==> src/rtl/mem_port_arbiter.sv <==
// Two-requester arbiter for a shared single-port memory: round-robin on ties,
// latches the winning request, and holds the memory port until ready or timeout.
module mem_port_arbiter #(
    parameter int DWIDTH  = 32,
    parameter int AWIDTH  = 32,
    parameter int TIMEOUT = 15,
    parameter int CNT_W   = 4
) (
    input  logic              clk,
    input  logic              rst,

    input  logic              req0,
    input  logic [AWIDTH-1:0] addr0,
    input  logic              we0,
    input  logic [DWIDTH-1:0] wdata0,
    output logic              done0,

    input  logic              req1,
    input  logic [AWIDTH-1:0] addr1,
    input  logic              we1,
    input  logic [DWIDTH-1:0] wdata1,
    output logic              done1,

    output logic [DWIDTH-1:0] rdata,
    output logic              err,
    output logic              sel,
    output logic              busy,

    output logic              mem_req,
    output logic [AWIDTH-1:0] mem_addr,
    output logic              mem_we,
    output logic [DWIDTH-1:0] mem_wdata,
    input  logic [DWIDTH-1:0] mem_rdata,
    input  logic              mem_ready,

    output logic              state_dbg
);

    // Handshake: a requester holds req (with stable addr/we/wdata) until it sees
    // its one-cycle done pulse; rdata and err are valid only alongside done.
    // mem_req is held for the whole access and mem_ready is a one-cycle ack
    // that is only honoured while an access is in flight.

    typedef enum logic {
        IDLE   = 1'b0,
        ACCESS = 1'b1
    } state_t;

    localparam logic [CNT_W-1:0] CNT_LAST = CNT_W'(TIMEOUT - 1);

    state_t            state, state_n;
    logic              last_grant, last_grant_n;
    logic [CNT_W-1:0]  cnt, cnt_n;

    logic              sel_n;
    logic              busy_n;
    logic              mem_req_n;
    logic [AWIDTH-1:0] mem_addr_n;
    logic              mem_we_n;
    logic [DWIDTH-1:0] mem_wdata_n;
    logic [DWIDTH-1:0] rdata_n;
    logic              done0_n;
    logic              done1_n;
    logic              err_n;

    logic              elig0;
    logic              elig1;
    logic              win;

    assign state_dbg = state;

    always_ff @(posedge clk or posedge rst) begin
        if (rst) begin
            state      <= IDLE;
            last_grant <= 1'b1;
            cnt        <= '0;
            sel        <= 1'b0;
            busy       <= 1'b0;
            mem_req    <= 1'b0;
            mem_addr   <= '0;
            mem_we     <= 1'b0;
            mem_wdata  <= '0;
            rdata      <= '0;
            done0      <= 1'b0;
            done1      <= 1'b0;
            err        <= 1'b0;
        end else begin
            state      <= state_n;
            last_grant <= last_grant_n;
            cnt        <= cnt_n;
            sel        <= sel_n;
            busy       <= busy_n;
            mem_req    <= mem_req_n;
            mem_addr   <= mem_addr_n;
            mem_we     <= mem_we_n;
            mem_wdata  <= mem_wdata_n;
            rdata      <= rdata_n;
            done0      <= done0_n;
            done1      <= done1_n;
            err        <= err_n;
        end
    end

    always_comb begin
        state_n      = state;
        last_grant_n = last_grant;
        cnt_n        = cnt;
        sel_n        = sel;
        busy_n       = busy;
        mem_req_n    = mem_req;
        mem_addr_n   = mem_addr;
        mem_we_n     = mem_we;
        mem_wdata_n  = mem_wdata;
        rdata_n      = rdata;
        done0_n      = 1'b0;
        done1_n      = 1'b0;
        err_n        = 1'b0;

        // The requester being told "done" this cycle may still show req high
        // while it reacts; masking it avoids serving the same request twice.
        elig0 = req0 & ~done0;
        elig1 = req1 & ~done1;
        win   = (elig0 & elig1) ? ~last_grant : elig1;

        unique case (state)
            IDLE: begin
                if (elig0 | elig1) begin
                    sel_n       = win;
                    mem_addr_n  = win ? addr1  : addr0;
                    mem_we_n    = win ? we1    : we0;
                    mem_wdata_n = win ? wdata1 : wdata0;
                    mem_req_n   = 1'b1;
                    busy_n      = 1'b1;
                    cnt_n       = '0;
                    state_n     = ACCESS;
                end
            end

            ACCESS: begin
                if (mem_ready) begin
                    rdata_n      = mem_rdata;
                    done0_n      = ~sel;
                    done1_n      = sel;
                    mem_req_n    = 1'b0;
                    busy_n       = 1'b0;
                    last_grant_n = sel;
                    state_n      = IDLE;
                end else if (cnt == CNT_LAST) begin
                    // Abort keeps the previous rdata; err flags the bad completion.
                    done0_n      = ~sel;
                    done1_n      = sel;
                    err_n        = 1'b1;
                    mem_req_n    = 1'b0;
                    busy_n       = 1'b0;
                    last_grant_n = sel;
                    state_n      = IDLE;
                end else begin
                    cnt_n = cnt + CNT_W'(1);
                end
            end

            default: begin
                state_n = IDLE;
            end
        endcase
    end

endmodule

==> config.mk <==
export PLATFORM = sky130hd
export DESIGN_NAME = mem_port_arbiter
export DESIGN_NICKNAME = d
export VERILOG_FILES = /design/src/rtl/mem_port_arbiter.sv
export SDC_FILE = /design/constraint.sdc
export NUM_CORES = 1
export LEC_CHECK = 0
export ABC_AREA = 0
export BUFFER_PORTS_ARGS = -buffer_cell sky130_fd_sc_hd__buf_2
export CAP_MARGIN = 10
export CORE_ASPECT_RATIO = 1.25
export CORE_MARGIN = 2
export CORE_UTILIZATION = 36
export CTS_BUF_LIST = sky130_fd_sc_hd__clkbuf_16
export CTS_CLUSTER_DIAMETER = 60
export DETAILED_ROUTE_END_ITERATION = 7
export PLACE_DENSITY = 0.68
export SLEW_MARGIN = 20
export SYNTH_ARGS = -nofsm -noshare
export SYNTH_HDL_FRONTEND = slang
export SYNTH_SLANG_ARGS = --single-unit
==> constraint.sdc <==
create_clock -name clk -period 5.36 [get_ports clk]
set_clock_uncertainty 0.15 [all_clocks]
set_input_delay 1.072 -clock clk [delete_from_list [all_inputs] [get_ports clk]]
set_output_delay 1.072 -clock clk [all_outputs]
set_load 0.03 [all_outputs]
# Word-level counts from Yosys, hierarchy flattened
# Index checks and enable logic that the tools add are counted.
[totals]
ff_bits = 108
latch_bits = 0
ramBits = 0
rom_bits = 0
in_bits = 167
output_inout_bits = 104
n_memories = 0
[classes]
n_addsub = 1
n_mul = 0
n_div = 0
magnitude_cmp = 0
n_eq_ne = 5
shifts = 0
n_mux = 27
bitwise_logic = 9
reduce_logical = 6
[op_table]
columns = ["op", "count"]
rows = [
  ["$mux W32", 2],
  ["$mux W1", 19],
  ["$mux W4", 3],
  ["$pmux W4 S2", 1],
  ["$reduce_and A2 Y1", 4],
  ["$ne A2 B2 Y1 const B", 3],
  ["$not A1 Y1", 5],
  ["$add A4 B1 Y4 const B", 1],
  ["$eq A4 B4 Y1 const B", 1],
  ["$pmux W1 S2", 2],
  ["$and A1 B1 Y1", 3],
  ["$ne A3 B2 Y1 const B", 1],
  ["$reduce_and A3 Y1", 1],
  ["$reduce_bool A2 Y1", 1],
  ["$or A1 B1 Y1", 1],
]

# Logic depth before layout (Yosys ltp)
[depth]
depth_word = 5
ltp_mapped = 6
ltp_nobuf = 6

# Worst setup path after synthesis
# No wires, ideal clock.
[synth_timing]
kind = "input to register"
from = "in req0"
to = "reg mem_addr[0]"
t_arrival_ns = 1.781
required_ns = 5.088
path_slack_ns = 3.307
cell_stages = 6
path_buffers = 2
cell_sequence = "nand3b_1 nor2b_2 buf_6 buf_2 a21oi_1 a21oi_1"
[synth_between]
elab_chain_len = 4
word_cells_on_any_way = 6
classes_between = "mux: 2; bitwise: 3; reduce/logical: 1"
[synth_rtl]
columns = ["element", "line", "source"]
rows = [
  ["from (decl)", "12", "input logic req0,"],
  ["$and A1 B1 Y1 *", "121", "elig0 = req0 & ~done0;"],
  ["$and A1 B1 Y1", "123", "win = (elig0 & elig1) ? ~last_grant : elig1;"],
  ["$mux W1", "123", ""],
  ["$mux W32", "129", "mem_addr_n = win ? addr1 : addr0;"],
  ["to (signal assigned)", "94", "mem_addr <= mem_addr_n;"],
  ["to (decl)", "30", "output logic [AWIDTH-1:0] mem_addr,"],
]
# Every way passes the cells marked *; elsewhere a longest branch is shown, timed or not.
# A chain may end at the register's enable or synchronous reset.

# Worst setup path in the final report
[layout_timing]
from = "in req0"
to = "reg mem_addr[24]"
# The elaborated chain is that of the path after synthesis.

==> run metrics <==
Placed Area 6040 um2; Critical Path Source Type input pin; pre-CTS WS 2.40 ns; final setup fails 0; Slew HR 0.436; clk root buf clkbuf_16; top cell type's share of synthesized area 0.581; detailed placement HPWL 9930 um; post-synthesis cell count approximately 470; Final Wtd Congestion a little over 0.8; drt first pass iters 5; Pwr Total 4.29 mW; Unique masters post-synth 27; R2R cell count 5; total CTS buffers 9; Seq/Total Area, Yosys 0.586; Levels on crit path 6; CTS H-Tree Depth 3; most common cell in the netlist a21oi_1; final hold violation count 0; synthesis-to-finish area growth 38.0%; Final Routed Wirelength 13400 um; post-CTS resize count 0; area of the die 13700 um2; Wirelength per Cell ~15 um; Synth async-reset ratio 1.00; gr ovfl total 0; CP Cell Sequence buf_2 -> nand3b_1 -> nor2b_4 -> buf_4 -> a21oi_1 -> a21oi_1; number of global-route vias before repair 4247; total track usage 0.185; Critical path buffers and inverters 2; core area between 10000 and 15000 um2; first-pass GRT wire length 20400 um; max_cap viols 0; Hold Path Class reg -> reg; crit path max fanout 33; Post-synth EDFFs 0; Main synth FF type dfrtp_1; clk buf depth 2; clock sink total about 110; worst reg2reg startpoint done0; Post-synth top cells 130 x a21oi_1, 107 x dfrtp_1, 67 x nand2_1, 67 x nor2_1, 30 x mux2_1; hold path start sel; Max stage delay on crit path 0.63 ns; CP endpoint kind flop; Die Y 131 um; final period utilization 0.489; drc violations 0; Post-CTS Setup Inserts 0; # rows between 40 and 50; FMAX 0.381 GHz; Yosys top cell by area dfrtp_1; fraction of layout cells with a size suffix above 1 0.412; pin count of the biggest net entering global routing 70; initial antenna violation count 1; leakage power approximately 3.2 nW; Hold Buf Count CTS 0; final worst setup slack 2.74 ns; Critical R2R Capture mem_addr[25]; 1st-iter DRT viols 197; Power Density approximately 670 nW/um2; Slowest-stage cell, CP nor2b_4; setup TNS 0 ns; Tmin final between 2 and 3 ns; TritonCTS clock tree built; syn_area_per_cell between 9 and 10 um2; area of the mapped netlist 4610 um2; hold path endpoint done0; post-route ant nets 0; Initial Utilization 0.366; CP arrival 2.72 ns; Worst Tran Pin Value 0.846 ns; Avg Vias per Cell 4.92; status finished clean; die width roughly 110 um; fin. max-slew vios 0; I/O pins 271; unrepaired setup endpoints after global routing false; hold path cells 1; Synth area leaders dfrtp_1 58%, a21oi_1 14%, mux2_1 7.3%; clk_lat worst skew 0.34 ns; Most Frequent Cell on Critical Path a21oi_1; routed vias ~4400; syn nets about 640; critical path required time 5.46 ns; Worst-path clk slew 0.07 ns; FF+latch count, synth 108; Ys Warns 0; critical path type in -> reg; nets 889; post-route cell area 6360 um2; Max IR drop VDD 0.000252 V; Reg2Reg Setup Slack 3.12 ns; port bufs 270; CP delay by family, top simple AND/OR/NAND/NOR gates
## cells in the final DEF (no fill, tap or decap), drive strengths merged
master / n
buf: 275
a21oi: 131
dfrtp: 107
nor2: 67
nand2: 67
mux2: 32
clkbuf: 9
inv: 6
nand3: 4
o21ai: 3
nand2b: 3
clkinv: 3
nand3b: 2
o211ai: 2
o31ai: 2
ha: 2
bufinv: 2
a21o: 2
diode: 1
nor2b: 1
nor3b: 1
and3: 1
o21a: 1
o22ai: 1
dfstp: 1
## metal layers
metal  track usage  wire length [um]  share of wire  vias up
met4        0.0886               451          0.034        0
met3        0.0352               811          0.060       34
met1         0.218              5220           0.39     2098
li1              -                 -              -     2077
met5             0                 0              0        -
met2         0.328              6930           0.52      192
## where the power goes
part	internal, mW	total [mW]	switching [mW]
clock network	0.408	0.701	0.293
registers	1.22	1.43	0.215
logic	0.643	2.16	1.51
total	2.27	4.29	2.02
## final cells by class
| cell class | count | area [um2] |
|---|---|---|
| fillers | 1213 | 6240 |
| flip-flops and latches | 108 | 2700 |
| multi-input cells | 322 | 1720 |
| repair buffers | 275 | 1390 |
| clock buffers | 9 | 225 |
| well taps | 168 | 210 |
| clock inverters | 7 | 90.1 |
| inverters | 4 | 17.5 |
| diodes | 1 | 2.50 |
## sequential cells by signal, summed over array words and instances (netlist names)
name,cells
err,1
rdata,32
last_grant,1
mem_wdata,32
mem_req,1
mem_we,1
done1,1
mem_addr,32
state_dbg,1
cnt,4
done0,1
sel,1
## how the worst max path moves through the flow
stage | startpoint | to | slack (ns)
CTS | req0 | mem_addr[24] | 2.75
floorplan | rst | cnt[0] | 1.29
global placement | req0 | mem_addr[0] | 2.47
finish | req0 | mem_addr[24] | 2.74
detailed placement | req0 | mem_addr[24] | 2.40
global route | req0 | mem_addr[20] | 2.61
## kinds of logic after synthesis
family | after synthesis | share of synthesized area
mux | 32 | 0.0781
fa+ha+maj | 2 | 0.00543
flops | 108 | 0.586
compound gates | 142 | 0.159
buf+inv | 37 | 0.0439
simple gates | 146 | 0.127
## through the flow
step / hold slack, ns / util / cells
4_1_cts: 0.317 / 0.505 / 893
6_report: 0.311 / 0.505 / 894
5_1_grt: 0.327 / 0.505 / 893
3_3_place_gp: 0.282 / 0.479 / 877
3_5_place_dp: 0.287 / 0.480 / 877
2_1_floorplan: 0.317 / - / 467
## worst register-to-register path, stage by stage (launching register included)
cell and delay (ns):
dfrtp_1 0.38, nand2b_1 0.19, a21oi_4 0.68, buf_4 0.52
nor2_1 0.10, a21oi_1 0.14
(Power assumes the default switching activity.)
